$ cat src/rtl/uart_tx_fifo.sv
// uart_tx_fifo: byte-wide FWFT FIFO feeding the UART transmitter, with level, low-watermark irq, sticky overflow and flush.
module uart_tx_fifo #(
    parameter int DEPTH = 16,
    localparam int AW = $clog2(DEPTH)
) (
    input  logic          i_clk,
    input  logic          i_nrst,
    input  logic          i_flush,
    input  logic          i_wr_en,
    input  logic [7:0]    i_wr_data,
    output logic          o_full,
    output logic          o_valid,
    input  logic          i_ready,
    output logic [7:0]    o_data,
    output logic          o_empty,
    output logic [AW:0]   o_level,
    input  logic [AW:0]   i_threshold,
    output logic          o_threshold_irq,
    output logic          o_overflow,
    input  logic          i_overflow_clr
);
    logic [7:0]  mem [DEPTH];
    logic [AW:0] wr_ptr, rd_ptr;
    logic        push, pop, ovf_set;

    // Pointers carry one extra bit, so their difference is the fill level 0..DEPTH.
    assign o_level         = wr_ptr - rd_ptr;
    assign o_empty         = wr_ptr == rd_ptr;
    assign o_full          = o_level == (AW+1)'(DEPTH);
    assign o_valid         = !o_empty;
    assign o_data          = mem[rd_ptr[AW-1:0]];
    assign o_threshold_irq = o_level <= i_threshold;
    assign pop             = o_valid && i_ready;
    assign push            = i_wr_en && (!o_full || pop);
    assign ovf_set         = i_wr_en && o_full && !pop && !i_flush;

    always_ff @(posedge i_clk or negedge i_nrst) begin
        if (!i_nrst) begin
            wr_ptr     <= '0;
            rd_ptr     <= '0;
            o_overflow <= 1'b0;
        end else begin
            if (i_flush) begin
                wr_ptr <= '0;
                rd_ptr <= '0;
            end else begin
                if (push) wr_ptr <= wr_ptr + 1'b1;
                if (pop) rd_ptr <= rd_ptr + 1'b1;
            end
            o_overflow <= ovf_set || (o_overflow && !i_overflow_clr);
        end
    end

    always_ff @(posedge i_clk) begin
        if (push && !i_flush) mem[wr_ptr[AW-1:0]] <= i_wr_data;
    end
endmodule

$ cat config.mk
export PLATFORM = sky130hd
export DESIGN_NAME = uart_tx_fifo
export DESIGN_NICKNAME = d
export VERILOG_FILES = /design/src/rtl/uart_tx_fifo.sv
export SDC_FILE = /design/constraint.sdc
export NUM_CORES = 1
export LEC_CHECK = 0
export BUFFER_PORTS_ARGS = -buffer_cell sky130_fd_sc_hd__buf_2
export CAP_MARGIN = 10
export CORE_ASPECT_RATIO = 0.7
export CORE_MARGIN = 5
export CORE_UTILIZATION = 40
export DETAILED_ROUTE_END_ITERATION = 12
export GPL_ROUTABILITY_DRIVEN = 0
export SYNTH_ARGS = -nofsm -noshare
export SYNTH_HDL_FRONTEND = slang
export SYNTH_SLANG_ARGS = --single-unit
$ cat constraint.sdc
create_clock -name i_clk -period 3 [get_ports i_clk]
set_clock_uncertainty 0.15 [all_clocks]
set_input_delay 0.6 -clock i_clk [delete_from_list [all_inputs] [get_ports i_clk]]
set_output_delay 0.6 -clock i_clk [all_outputs]
set_load 0.02 [all_outputs]
==> reports/results.ini <==
[outcome]
status = finished with violations
violations = setup timing

[finish]
layout-drive-gt1-share_pct = 45.5
diodes = 0
nets = 458
stdcell_area_sq_um = 7930
syn_to_final_growth_pct = 31.6
nFillCells = 1135
fin_cells = 632

[critical_path]
max_stage_delay_ns = 0.57
end_kind = output port
arrival_ns = 2.68
cp_common_cell = o21a_1
regToRegStartpoint = rd_ptr[0]
worstPathCellList = ha_4 > fa_2 > inv_4 > ha_4 > nor2b_1 > o21a_1 > o21a_1 > o21a_1 > o22ai_4 > buf_6
slowest_stage = fa_2
reg2reg_to = mem[8][5]
path_max_fanout = 2
critPathRequiredTime_ns = 2.25
r2r_cells = 14
cp-start-kind = flop
worstSetupPathType = reg2out
ff2ff_setup_slack_ns = -0.22

[floorplan]
die_h_um = 113
initial_utilization_pct = 40.9
die_x_um = 157
core-area_sq_um = 14700
io_pins = 37
dieArea_sq_um = 17700
rows = 37

[timing]
finalCritPeriodShare_pct = 114
relSlewSlack_pct = 63.3
slew_viol_final = 0
worst_slack_ns = -0.427
hold_violations = 0
fmax_mhz = 292
tns_ns = -15.22
grt_setup_unrepaired = true
setup_viol = 111
worst_pin_slew_ns = 0.548
period_needed_ns = 3.43

[synthesis]
synth-xor-area-share_pct = 1.56
synth_fa_ha_area_share_pct = 3.24
syn_nets = 366
yosys.area.top_type = edfxtp_1
yosysMostFrequentCell = edfxtp_1
synth_top_area_share_pct = 63.8
ys_warn_count = 0
syn-cell-area_sq_um = 6020
synthSimpleGateAreaFrac_pct = 6.42
seq_area_frac_synth_pct = 68.4
synth_compound_area_share_pct = 2.87
netlist-cell-type-count = 42
synthCells = 332
synthArstFlopShare_pct = 7.91
synth_top_family_by_area = multiplexers
synth_edf_count = 128
synth.area.mux_share_pct = 15.2
synthTopCellsByArea = edfxtp_1 (64%), mux4_2 (15%), dfrtp_1 (4.6%)
ys_top_cells_by_count = edfxtp_1 (128), mux4_2 (40), nor2_1 (20)
syn_area_per_cell_sq_um = 18.1
synth_flop_cell = edfxtp_1
synth-seq-cells = 139

[clocking]
clockRootBuffer = clkbuf_16
cts_sinks = 139
cts_buffers = 17
cts.reportedPaths.clkPinSlew_ns = 0.06
clkLatencyLatePin_ns = 0.41
cts_max_path_buffers = 2
tritoncts = built
h-tree-depth = 4

[power]
power.leakage_uw = 0.00275
ir_drop_mv = 0.427
power.total_uw = 6960
power_density_nw_per_um2 = 877

[hold_path]
hold_end = o_overflow
holdPathStages = 3
hp-start = i_overflow_clr
min_path_type = in2reg

[detailed_routing]
drt_pre_antenna_iters = 5
routedWlPerCell_um = 21.8
ant_nets = 0
first_iter_violations = 257
drc = 0
vias = 3437
viasPerCell = 5.44
wl_mm = 13.8

[grt]
grt_max_degree = 35
grt_pass1_vias = 3446
grt_antenna_before_repair = 2
gr-usage-all-layers_pct = 16.2
globalRouteOverflowTotal = 0
grt_pass1_wl_mm = 20.9

[placed_design]
dp_hpwl_mm = 8.68
io_buffers = 36
place_ws_ns = -0.0885
dp.cells = 579
postPlaceCellArea_sq_um = 6760

[run]
max_cap_violations = 0

state kept, by name, indices dropped and copies added, names as in the netlist:
register and count:
wr_ptr 5, o_overflow 1, mem 128, rd_ptr 5
cell usage in the layout, fill, tap and decap left out, types with 11 or more instances in the layout:
cell       instances
buf_2             25
buf_4             29
buf_6             23
clkbuf_16         18
edfxtp_1         128
mux4_2            40
nand2_1           11
nor2_1            14
how the worst max path moves through the flow:
stage | from | to | slack [ns] | depth (start not counted)
after global placement | rd_ptr[0] | o_threshold_irq | -0.07 | 10
final | rd_ptr[0] | o_threshold_irq | -0.43 | 10
after floorplan | rd_ptr[1] | o_threshold_irq | -0.07 | 11
after detailed placement | rd_ptr[0] | o_threshold_irq | -0.09 | 10
after global routing | rd_ptr[0] | o_threshold_irq | -0.54 | 10
after CTS | rd_ptr[0] | o_threshold_irq | -0.48 | 10
what timing repair did:
item | CTS | global route
buffers inserted | 6 | 19
pin swaps | 8 | 13
cloned | 1 | 1
resized for setup | 32 | 41
hold endpoints to repair | 11 | 0
hold buffers | 1 | 0
setup endpoints to repair | 55 | 140
critical path: cells and delay by family, from the launching register on:
kind	cells	cell delay, ns
fa+ha+maj	3	0.94
simple gates	1	0.12
buf+inv	2	0.17
flops	1	0.42
compound gates	4	0.61
routing by layer:
layer / vias to the layer above / track usage [%] / share of wire (%)
li1: 1524 / - / -
met1: 1777 / 23.9 / 46
met5: - / 0 / 0.19
met2: 119 / 23.5 / 46
met3: 13 / 5.51 / 7.2
met4: 4 / 3.24 / 0.71
logic make-up (layout without fill, tap and decap cells):
logic type      Yosys count  in the layout
compound gates           23             23
mux                      41             41
fa+ha+maj                15             15
buf+inv                  32            137
flops                   139            139
simple gates             73             73
xor+xnor                  9              9
layout make-up:
| class | instances | area, sq um | share of cell area [%] |
|---|---|---|---|
| Clock buffer | 19 | 433 | 5.46 |
| Clock inverter | 13 | 199 | 2.51 |
| Inverter | 16 | 72.6 | 0.915 |
| Multi-Input combinational cell | 161 | 2010 | 25.4 |
| Sequential cell | 139 | 4120 | 52.0 |
| Tap cell | 195 | 244 | 3.08 |
| Timing Repair Buffer | 89 | 847 | 10.7 |
through the flow:
step,util [%],hold WS [ns]
final,53.9,0.320
after global routing,53.9,0.312
after CTS,51.6,0.303
after detailed placement,45.9,0.341
after global placement,45.9,0.324
after floorplan,-,0.154
power by group:
group,leakage (uW),switching (uW),internal (uW),total (uW)
clock network,0.000298,754,1470,2220
registers,0.00130,27.4,2190,2220
logic,0.00115,1270,1250,2520
No activity file was read; power rests on OpenSTA's default activity.
